==> src/rtl/cohort_cfg_pkg.sv <==
`default_nettype none
// ============================================================================
//  Module   : cohort_cfg_pkg
//  Brief    : Shared channel state encoding and width helpers for the cohort
//             configuration holder.
//  Revision : 1.0 - initial release
// ============================================================================
package cohort_cfg_pkg;

    typedef enum logic [1:0] {
        CFG_IDLE      = 2'd0,
        CFG_HOLD      = 2'd1,
        CFG_HOLD_PEND = 2'd2
    } cfg_state_e;

    // Index width for a select over n items; never narrower than one bit.
    function automatic int cfg_idx_width(input int n);
        return (n > 1) ? $clog2(n) : 1;
    endfunction

    function automatic int cfg_bus_width(input int num_ch, input int words, input int word_w);
        return num_ch * words * word_w;
    endfunction

endpackage
`default_nettype wire

==> src/rtl/cohort_cfg_channel.sv <==
`default_nettype none
// ============================================================================
//  Module   : cohort_cfg_channel
//  Brief    : One configuration channel: FSM, active (and optional shadow)
//             word buffers, write-stall flag. Shadow buffer enabled by
//             COHORT_CFG_SHADOW_EN.
//  Revision : 1.0 - initial release
// ============================================================================
module cohort_cfg_channel
    import cohort_cfg_pkg::*;
#(
    parameter int CFG_WORDS = 4,
    parameter int WORD_W    = 64,
    parameter int IDX_W     = 2
) (
    input  logic                        clk,
    input  logic                        rst,
    input  logic                        i_wr_en,
    input  logic [IDX_W-1:0]            i_wr_idx,
    input  logic [WORD_W-1:0]           i_wr_data,
    input  logic                        i_wr_commit,
    input  logic                        i_ack,
    output logic                        o_valid,
    output logic                        o_stall,
    output logic [CFG_WORDS*WORD_W-1:0] o_data
);

    cfg_state_e        r_state;
    cfg_state_e        w_state_nxt;
    logic              w_wr_active;
    logic [WORD_W-1:0] r_active [CFG_WORDS];
`ifdef COHORT_CFG_SHADOW_EN
    logic              w_wr_shadow;
    logic              w_promote;
    logic [WORD_W-1:0] r_shadow [CFG_WORDS];
`endif

    always_ff @(posedge clk) begin
        if (rst) begin
            r_state <= CFG_IDLE;
        end else begin
            r_state <= w_state_nxt;
        end
    end

    // The top never grants a write to a channel that is being acked in the
    // same cycle, so write and ack paths below never collide.
    always_comb begin
        w_state_nxt = r_state;
        w_wr_active = 1'b0;
        o_stall     = 1'b0;
`ifdef COHORT_CFG_SHADOW_EN
        w_wr_shadow = 1'b0;
        w_promote   = 1'b0;
`endif
        case (r_state)
            CFG_IDLE: begin
                w_wr_active = i_wr_en;
`ifdef COHORT_CFG_SHADOW_EN
                w_wr_shadow = i_wr_en;
`endif
                if (i_wr_en && i_wr_commit) begin
                    w_state_nxt = CFG_HOLD;
                end
            end
            CFG_HOLD: begin
`ifdef COHORT_CFG_SHADOW_EN
                w_wr_shadow = i_wr_en;
                if (i_ack) begin
                    w_state_nxt = CFG_IDLE;
                end else if (i_wr_en && i_wr_commit) begin
                    w_state_nxt = CFG_HOLD_PEND;
                end
`else
                o_stall = 1'b1;
                if (i_ack) begin
                    w_state_nxt = CFG_IDLE;
                end
`endif
            end
`ifdef COHORT_CFG_SHADOW_EN
            CFG_HOLD_PEND: begin
                o_stall = 1'b1;
                if (i_ack) begin
                    w_promote   = 1'b1;
                    w_state_nxt = CFG_HOLD;
                end
            end
`endif
            default: begin
                w_state_nxt = CFG_IDLE;
            end
        endcase
    end

    assign o_valid = (r_state != CFG_IDLE);

    always_ff @(posedge clk) begin
        for (int w = 0; w < CFG_WORDS; w++) begin
            if (rst) begin
                r_active[w] <= '0;
            end else if (w_wr_active && (i_wr_idx == IDX_W'(w))) begin
                r_active[w] <= i_wr_data;
`ifdef COHORT_CFG_SHADOW_EN
            end else if (w_promote) begin
                r_active[w] <= r_shadow[w];
`endif
            end
        end
    end

`ifdef COHORT_CFG_SHADOW_EN
    always_ff @(posedge clk) begin
        for (int w = 0; w < CFG_WORDS; w++) begin
            if (rst) begin
                r_shadow[w] <= '0;
            end else if (w_wr_shadow && (i_wr_idx == IDX_W'(w))) begin
                r_shadow[w] <= i_wr_data;
            end
        end
    end
`endif

    for (genvar w = 0; w < CFG_WORDS; w++) begin : g_flat
        assign o_data[w*WORD_W +: WORD_W] = r_active[w];
    end

endmodule
`default_nettype wire

==> src/rtl/cohort_cfg_holder.sv <==
`default_nettype none
// ============================================================================
//  Module   : cohort_cfg_holder
//  Brief    : Multi-channel config holder: channel decode, ready mux, error
//             pulse. Optional shadow buffering via COHORT_CFG_SHADOW_EN.
//  Revision : 1.0 - initial release
// ============================================================================
module cohort_cfg_holder
    import cohort_cfg_pkg::*;
#(
    parameter  int NUM_CH    = 4,
    parameter  int CFG_WORDS = 4,
    parameter  int WORD_W    = 64,
    localparam int CH_W      = cfg_idx_width(NUM_CH),
    localparam int IDX_W     = cfg_idx_width(CFG_WORDS),
    localparam int BUS_W     = cfg_bus_width(NUM_CH, CFG_WORDS, WORD_W)
) (
    input  logic              clk_i,
    input  logic              reset_i,
    input  logic              cfg_wr_valid_i,
    output logic              cfg_wr_ready_o,
    input  logic [CH_W-1:0]   cfg_wr_ch_i,
    input  logic [IDX_W-1:0]  cfg_wr_idx_i,
    input  logic [WORD_W-1:0] cfg_wr_data_i,
    input  logic              cfg_wr_commit_i,
    output logic [NUM_CH-1:0] cfg_valid_o,
    output logic [BUS_W-1:0]  cfg_data_o,
    input  logic [NUM_CH-1:0] cfg_ack_i,
    output logic              cfg_err_o
);

    localparam int C_CH_SLICE = CFG_WORDS * WORD_W;

    logic [NUM_CH-1:0] w_sel;
    logic [NUM_CH-1:0] w_stall;
    logic              w_oor;
    logic              w_accept;
    logic              r_err;

    assign w_oor = (32'(cfg_wr_ch_i) >= 32'(NUM_CH)) || (32'(cfg_wr_idx_i) >= 32'(CFG_WORDS));

    // Out-of-range requests are always taken (and dropped) so the config
    // unit never deadlocks on a bad address.
    assign cfg_wr_ready_o = w_oor ? 1'b1 : ~(|(w_sel & (w_stall | cfg_ack_i)));
    assign w_accept       = cfg_wr_valid_i & cfg_wr_ready_o;

    for (genvar c = 0; c < NUM_CH; c++) begin : g_ch
        assign w_sel[c] = (cfg_wr_ch_i == CH_W'(c));

        cohort_cfg_channel #(
            .CFG_WORDS (CFG_WORDS),
            .WORD_W    (WORD_W),
            .IDX_W     (IDX_W)
        ) u_channel (
            .clk         (clk_i),
            .rst         (reset_i),
            .i_wr_en     (w_accept & w_sel[c] & ~w_oor),
            .i_wr_idx    (cfg_wr_idx_i),
            .i_wr_data   (cfg_wr_data_i),
            .i_wr_commit (cfg_wr_commit_i),
            .i_ack       (cfg_ack_i[c]),
            .o_valid     (cfg_valid_o[c]),
            .o_stall     (w_stall[c]),
            .o_data      (cfg_data_o[c*C_CH_SLICE +: C_CH_SLICE])
        );
    end

    always_ff @(posedge clk_i) begin
        if (reset_i) begin
            r_err <= 1'b0;
        end else begin
            r_err <= w_accept & w_oor;
        end
    end

    assign cfg_err_o = r_err;

endmodule
`default_nettype wire
==> config.mk <==
export PLATFORM = sky130hd
export DESIGN_NAME = cohort_cfg_holder
export DESIGN_NICKNAME = d
export VERILOG_FILES = /design/src/rtl/cohort_cfg_pkg.sv /design/src/rtl/cohort_cfg_channel.sv /design/src/rtl/cohort_cfg_holder.sv
export SDC_FILE = /design/constraint.sdc
export NUM_CORES = 1
export LEC_CHECK = 0
export ABC_AREA = 1
export BUFFER_PORTS_ARGS = -buffer_cell sky130_fd_sc_hd__buf_2
export CAP_MARGIN = 10
export CORE_AREA = 2 2 436 438
export DETAILED_ROUTE_END_ITERATION = 8
export DIE_AREA = 0 0 438 440
export PLACE_DENSITY = 0.4
export SETUP_SLACK_MARGIN = 0.02
export SLEW_MARGIN = 25
export SYNTH_ARGS = -nofsm -noshare
export SYNTH_HDL_FRONTEND = slang
export SYNTH_SLANG_ARGS = --single-unit
==> constraint.sdc <==
create_clock -name clk_i -period 5.6 [get_ports clk_i]
set_input_delay 0.56 -clock clk_i [delete_from_list [all_inputs] [get_ports clk_i]]
set_output_delay 0.56 -clock clk_i [all_outputs]
set_load 0.005 [all_outputs]
# --- Word level (Yosys, flattened, before mapping) ---
# Memories as Yosys holds them, arrays and structs flattened.
# Index checks and enable logic that the tools add are counted.
classes:
  eq_ne: 18
  n_mux: 86
  bitwise_logic: 24
  n_reduce_logical: 35
ops:
  columns: ["operator", "count"]
  rows:
  - ["$mux W64", 16]
  - ["$mux W1", 58]
  - ["$logic_and A1 B1 Y1", 20]
  - ["$mux W2", 8]
  - ["$or A1 B1 Y1", 16]
  - ["$pmux W2 S2", 4]
  - ["$eq A2 B1 Y1 const B", 6]
  - ["$logic_not A2 Y1", 6]
  - ["$eq A2 B2 Y1 const B", 4]
  - ["$ne A2 B1 Y1 const B", 4]
  - ["$ne A2 B2 Y1 const B", 4]
  - ["$reduce_and A2 Y1", 4]
  - ["$reduce_bool A2 Y1", 4]
  - ["$and A1 B1 Y1", 5]
  - ["$and A4 B4 Y4", 1]
  - ["$or A4 B4 Y4", 1]
  - ["$reduce_or A4 Y1", 1]
  - ["$not A1 Y1", 1]
totals:
  ff_bits: 8
  ram_bits: 1024
  in_bits: 76
  output_inout_bits: 1030
  word_cells: 171
  n_memories: 4
mem_list:
  columns: ["name", "depth", "width", "read_ports", "rd_ports_with_merged_regs", "wr", "line_no", "source"]
  rows:
  - ["g_ch[0].u_channel.r_active", 4, 64, 4, 0, 4, "cohort_cfg_channel.sv:31", "logic [WORD_W-1:0] r_active [CFG_WORDS];"]
  - ["g_ch[1].u_channel.r_active", 4, 64, 4, 0, 4, "cohort_cfg_channel.sv:31", null]
  - ["g_ch[2].u_channel.r_active", 4, 64, 4, 0, 4, "cohort_cfg_channel.sv:31", null]
  - ["g_ch[3].u_channel.r_active", 4, 64, 4, 0, 4, "cohort_cfg_channel.sv:31", null]

# --- Depth between registers and ports, before layout ---
# Gate-level depths: netlist (run 1).
depth:
  depth_word: 14
  depth_mapped: 10
  depth_no_buf: 7

# --- Cells and area by module ---
# A second synthesis (run 1) with hierarchy kept.
unflattened:
  hier_cells: 2540
  hier_area_um2: 37568.5
modules_own_cells:
  columns: ["module", "instances", "cells_each", "area_per_inst_um2", "seq_area_each_um2"]
  rows:
  - ["cohort_cfg_channel", 4, 629, 9362.7, 7707.4]
  - ["cohort_cfg_holder", 1, 24, 117.6, 0.0]

# --- Least setup slack after synthesis (run 1) ---
# No wires, ideal clock.
synth_path:
  kind: "input port to flip-flop"
  start: "input cfg_wr_ch_i[0]"
  end: "memory g_ch[1].u_channel.r_active[2][0], enable pin"
  arrival_ns: 2.956
  t_required_ns: 5.176
  slack_ns: 2.221
  path_stages: 10
  path_cell_list: "nand2_1 -> inv_1 -> nand2_1 -> nand2_1 -> nor2_1 -> buf_2 -> nand4_1 -> buf_2 -> buf_2 -> nand2_1"
synth_lines:
  columns: ["item", "line_no", "source"]
  rows:
  - ["from (decl)", "cohort_cfg_holder.sv:22", "input logic [CH_W-1:0] cfg_wr_ch_i,"]
  - ["to (decl)", "cohort_cfg_channel.sv:31", null]

==> flow_summary.json, run 1 <==
{
  "status": "finished, final reports clean",
  "worstPathRequired_ns": 6.01,
  "cp-end-kind": "register",
  "layout.nets": 3587,
  "fin_crit_sh_pct": 57.4,
  "synthDistinctLibCells": 13,
  "start_util_pct": 20.0,
  "grt-ovfl-total": 0,
  "synth_top_area_share_pct": 81.3,
  "clock_latency_ns": 0.77,
  "powerDensity_nw_per_um2": 349,
  "synth_top_area_cell": "edfxtp_1",
  "slew_viol_final": 0,
  "grt_use_met2_pct": 30.7,
  "netlist_area_sq_um": 37800,
  "io_pins": 1106,
  "r2r_start": "g_ch[3].u_channel.r_state[0]",
  "grt_max_degree": 183,
  "rsz0062_at_grt": "false",
  "yosys_register_bits": 1028,
  "drtIter0Drc": 2346,
  "cts_sinks": 1028,
  "period_minus_slack_ns": 3.21,
  "post_drt_via_cell_ratio": 4.37,
  "wirelength_um": 184000,
  "leakagePower_nw": 19.9,
  "hp-start": "cfg_ack_i[0]",
  "synthToLayoutAreaGrowth_pct": 31.5,
  "grtUsageTotal_pct": 18.3,
  "yosysSeqAreaShare_pct": 81.5,
  "hp-class": "in2reg",
  "dr.pass1.iters": 5,
  "crit_top_cell": "nand2_1",
  "fin_setup_tns_ns": 0,
  "die_w_um": 438,
  "ant_nets": 0,
  "grt-busiest-layer": "met2",
  "layout_common_cells": "buf_2 (1,103), nor3_1 (1,024), edfxtp_1 (1,024), clkbuf_16 (117), buf_4 (87)",
  "fill_cells": 19800,
  "post_cts_resized": 0,
  "timing.max_cap.violations": 0,
  "core_area_sq_um": 189000,
  "ys_warn_count": 0,
  "antenna_found_initial": 16,
  "cts_tree": "done",
  "cts_buffers": 116,
  "clkTransAtPathRegs_ns": 0.06,
  "criticalPathCategory": "reg2reg",
  "die_area_sq_um": 193000,
  "use_met1_pct": 22.3,
  "syn_nets": 2571,
  "dp_hpwl_um": 122000,
  "clock.fmax_ghz": 0.311,
  "hold_slack_ns": 0.116,
  "clk_path_buf_depth": 3,
  "port_buffers": 1104,
  "grt_use_met3_pct": 4.91,
  "finalPower_mw": 17.4,
  "path_cells": "inv_1 -> nand2_1 -> nand2_1 -> nand2_1 -> nor2_2 -> nand4_1 -> buf_4 -> nand2_4 -> buf_4",
  "startpoint": "g_ch[3].u_channel.r_state[0]",
  "cts_setup_buffers": 0,
  "max-vdd-ir-drop_uv": 225,
  "skew_ns": 0.0399,
  "setup_viol": 0,
  "wl_per_cell_um": 30.1,
  "cts_hold_buf": 0,
  "final_hold_viol_count": 0,
  "rows": 160,
  "ctsHtreeMaxLevel": 3,
  "crit_fanout": 34,
  "drc": 0,
  "avgSynthCellArea_sq_um": 15.2,
  "start_kind": "register",
  "synth_area_leaders": "edfxtp_1 (81%), nor3_1 (14%), clkbuf_1 (2.0%)",
  "grt_pass1_wl_um": 242000,
  "slowest_stage": "nor2_2",
  "routabilityCongestion": 0.799,
  "dr_total_vias": 26700,
  "grt_pass1_vias": 26000,
  "syn-instance-count": 2495,
  "clockRootBuffer": "clkbuf_16",
  "layout-drive-gt1-share_pct": 38.5,
  "worstMarginPinSlew_ns": 1.08,
  "mostFrequentLayoutCell": "buf_2",
  "relSlewSlack_pct": 28.1,
  "die_y_um": 440,
  "crit_path_max_incr_delay_ns": 0.59,
  "crit_arrival_ns": 3.62
}
-- per-layer routing --
metal / up-vias / part of all wire (%) / wire (um)
met5: - / 0.015 / 27
met4: 4 / 4.1 / 7570
met3: 262 / 7.6 / 14100
met2: 1191 / 49 / 90300
met1: 13800 / 39 / 72100
li1: 11500 / - / -
-- worst max-delay path, delay by kind of cell (launching register included) --
| family | cells | cell delay (ns) |
|---|---|---|
| and+or+nand+nor | 6 | 1.47 |
| buffers and inverters | 3 | 0.92 |
| DFF | 1 | 0.32 |
-- path summary, 6_finish.rpt --
kind                                            end  cells past startpoint  slack (ns)
hold / removal         g_ch[0].u_channel.r_state[0]                      4        0.12
hold reg to reg        g_ch[3].u_channel.r_state[0]                      2        0.49
setup / recovery  g_ch[1].u_channel.r_active[0][48]                      9        2.39
setup reg to reg  g_ch[1].u_channel.r_active[0][48]                      9        2.39
-- state kept, by name, indices dropped and copies added (netlist names) --
register	count
g_ch.u_channel.r_active	1024
g_ch.u_channel.r_state	4
-- report_power, final --
group	internal (mW)	total (mW)	switching (mW)
logic	0.234	1.18	0.945
registers	8.69	8.76	0.0692
clock network	4.10	7.43	3.33
-- cells in the mapped netlist, drive strengths merged --
master,n
a21oi,4
buf,103
conb,1
nand2,32
clkbuf,197
dfxtp,4
edfxtp,1024
nand4,20
inv,79
nor2,7
nor3,1024
-- stage by stage --
stage               utilization (%)  instances  worst slack, ns  area [sq um]
floorplan                         -       2495             2.22         37800
detailed placement             24.5       5904             1.89         46100
finish                         26.4       6115             2.39         49700
global placement               24.4       5903             1.58         46100
CTS                            26.4       6113             2.38         49700
global route                   26.4       6113             2.20         49700
-- final cells by class --
type / count / area (sq um) / share of cell area (%)
Sequential cell: 1028 / 30800 / 62.0
Timing Repair Buffer: 1198 / 6330 / 12.7
Multi-Input combinational cell: 1088 / 5540 / 11.1
Tap cell: 2511 / 3140 / 6.32
Clock buffer: 141 / 3020 / 6.07
Clock inverter: 68 / 562 / 1.13
Inverter: 79 / 297 / 0.596
Antenna cell: 2 / 5.00 / 0.0101
-- kinds of logic (layout without fill, tap and decap cells) --
| logic type | Yosys count | in the layout | share of synthesized area, % |
|---|---|---|---|
| flip-flops | 1028 | 1028 | 81.5 |
| AO/OA/AOI/OAI | 4 | 4 | 0.0530 |
| other | 1 | 3 | 0.00992 |
| AND/OR/NAND/NOR | 1083 | 1083 | 14.3 |
| buffers and inverters | 379 | 1486 | 4.12 |
(Power assumes the default switching activity.)
==> run 2: changes to the inputs <==
==> constraint.sdc (replaced) <==
create_clock -name clk_i -period 3.1 [get_ports clk_i]
set_input_delay 0.31 -clock clk_i [delete_from_list [all_inputs] [get_ports clk_i]]
set_output_delay 0.31 -clock clk_i [all_outputs]
set_load 0.005 [all_outputs]
==> run 2 against run 1 <==
  * Non-clock buffer count rose by 62
  * Die area did not move
  * Clock power rose by 79%
  * Critical path depth rose by 3
  * Largest cell class unchanged
==> flow_summary.json, run 2 (synthesis results as in run 1) <==
{
  "criticalPathCategory": "in2reg",
  "ctsHtreeMaxLevel": 3,
  "grt_pass1_wl_um": 241000,
  "switching_power_mw": 7.84,
  "timing.max_cap.violations": 0,
  "cts_buffers": 116,
  "final_hold_viol_count": 0,
  "grt_max_degree": 207,
  "slew_viol_final": 0,
  "r2r_start": "g_ch[2].u_channel.r_state[0]",
  "internal_power_mw": 23.5,
  "use_met1_pct": 22.3,
  "worst-path-buf-inv": 6,
  "hp-start": "cfg_wr_data_i[34]",
  "wirelength_um": 184000,
  "start_util_pct": 20.0,
  "dr.pass1.iters": 5,
  "die_w_um": 438,
  "dp_hpwl_um": 123000,
  "port_buffers": 1104,
  "clock_latency_ns": 0.78,
  "slowest_stage": "dlygate4sd3_1",
  "rsz0062_at_grt": "false",
  "fin_crit_sh_pct": 80.0,
  "final_area_sq_um": 50600,
  "crit_path_max_incr_delay_ns": 0.59,
  "skew_ns": 0.0347,
  "period_minus_slack_ns": 2.48,
  "clkTransAtPathRegs_ns": 0.06,
  "grt_use_met3_pct": 4.82,
  "r2r_cells": 10,
  "path_cells": "dlygate4sd3_1 -> buf_2 -> inv_1 -> nand2_1 -> nand2_1 -> nand2_1 -> nor2_1 -> buf_4 -> nand4_1 -> dlygate4sd3_1 -> a21oi_1 -> dlygate4sd3_1",
  "ff_latch_area_sq_um": 30800,
  "crit_fanout": 17,
  "cts_sinks": 1028,
  "grtUsageTotal_pct": 18.3,
  "dr_total_vias": 27100,
  "grt_pass1_vias": 26600,
  "max-vdd-ir-drop_uv": 427,
  "cts_setup_buffers": 0,
  "layout.nets": 3649,
  "ff2ff_setup_slack_ns": 0.68,
  "antenna_found_initial": 14,
  "largestRegisters": "g_ch.u_channel.r_active: 1024 flops, g_ch.u_channel.r_state: 4 flops",
  "hold_slack_ns": 0.119,
  "rows": 160,
  "routabilityCongestion": 0.782,
  "path_delay_family": "buffers and inverters",
  "grt-ovfl-total": 0,
  "worstPathRequired_ns": 3.83,
  "status": "finished, final reports clean",
  "clk_path_buf_depth": 3,
  "clock.fmax_ghz": 0.403,
  "clockRootBuffer": "clkbuf_16",
  "start_kind": "primary input",
  "largest_register_ffs": 1024,
  "synthToLayoutAreaGrowth_pct": 33.8,
  "postPlaceCellArea_sq_um": 46900,
  "hold_depth": 3,
  "worstMarginPinSlew_ns": 1.12,
  "final_cells": 6183,
  "leakagePower_nw": 20.3,
  "layout_common_cells": "buf_2 (1,103), nor3_1 (1,024), edfxtp_1 (1,024), clkbuf_16 (116), buf_4 (108)",
  "r2r-end": "g_ch[3].u_channel.r_state[0]",
  "cp-end-kind": "register",
  "hp-class": "in2reg",
  "mostFrequentLayoutCell": "buf_2",
  "fin_setup_tns_ns": 0,
  "finalPower_mw": 31.3,
  "grt_use_met2_pct": 30.8,
  "relSlewSlack_pct": 25.3,
  "drtIter0Drc": 2279,
  "powerDensity_nw_per_um2": 620,
  "pwr-share-seq_pct": 50.4,
  "grt-busiest-layer": "met2",
  "crit_arrival_ns": 3.21,
  "p_comb_share_pct": 7.2,
  "startpoint": "cfg_ack_i[2]",
  "die_area_sq_um": 193000,
  "post_drt_via_cell_ratio": 4.38,
  "whs_endpoint": "g_ch[3].u_channel.r_active[0][34]",
  "multiInputGateArea_sq_um": 5540,
  "pwr-share-clk_pct": 42.4,
  "core_area_sq_um": 189000,
  "die_y_um": 440,
  "placed_cells": 5957,
  "ant_nets": 0,
  "layout-drive-gt1-share_pct": 39.1,
  "io_pins": 1106,
  "sw_frac_of_total_pct": 25.0,
  "cts_tree": "done",
  "wl_per_cell_um": 29.7,
  "setup_viol": 0,
  "drc": 0,
  "post_cts_resized": 0,
  "fill_cells": 19700,
  "top_register": "g_ch.u_channel.r_active"
}
[run 2: layout make-up]
class                      instances  share of cell area (%)
timing repair buffer            1260                    14.3
inverter                          79                   0.586
tap                             2511                    6.21
multi-input combinational       1088                    11.0
clock buffer                     150                    5.99
clock inverter                    63                    1.01
sequential                      1028                    61.0
antenna                            4                  0.0198
[run 2: metal layers]
metal | wire length (um) | vias up
met3 | 14400 | 279
li1 | - | 11600
met4 | 7370 | 4
met2 | 90100 | 1229
met1 | 71700 | 14000
met5 | 21 | -
[run 2: how the worst max path moves through the flow]
stage | end | slack, ns | cells past startpoint
3_5_place_dp | g_ch[0].u_channel.r_active[0][10] | 0.44 | 11
5_1_grt | g_ch[3].u_channel.r_state[0] | 0.48 | 10
3_3_place_gp | g_ch[0].u_channel.r_active[0][11] | 0.37 | 11
4_1_cts | g_ch[0].u_channel.r_active[0][17] | 0.68 | 10
6_report | g_ch[3].u_channel.r_state[0] | 0.62 | 12
2_1_floorplan | g_ch[0].u_channel.r_active[1][0] | -0.02 | 10
[run 2: repair_timing]
action / CTS / global route
setup endpoints to repair: 0 / 0
hold endpoints to repair: 4 / 0
hold buffers: 9 / 0
[run 2: power groups by stage]
stage | Sequential [mW] | Combinational, mW | Clock, mW
after global routing | 15.8 | 2.37 | 14.0
after detailed placement | 16.1 | 2.31 | 0
after floorplan | 16.2 | 0.663 | 0
final | 15.8 | 2.25 | 13.3
after global placement | 16.1 | 2.31 | 0
after CTS | 15.8 | 2.31 | 13.6
[run 2: stage by stage]
stage | util [%] | setup slack [ns]
after global routing | 26.8 | 0.482
after global placement | 24.9 | 0.375
final | 26.8 | 0.618
after CTS | 26.8 | 0.678
after detailed placement | 24.9 | 0.441
after floorplan | - | -0.0179
[run 2: worst reg2reg max path, stage by stage, from the launching register on]
cell and delay, ns:
dfxtp_1 0.33, inv_1 0.06, nand2_1 0.07, nand2_1 0.08, nand2_1 0.05, nor2_1 0.14, buf_4 0.27, nand4_1 0.11
dlygate4sd3_1 0.59, a21oi_1 0.13, dlygate4sd3_1 0.56
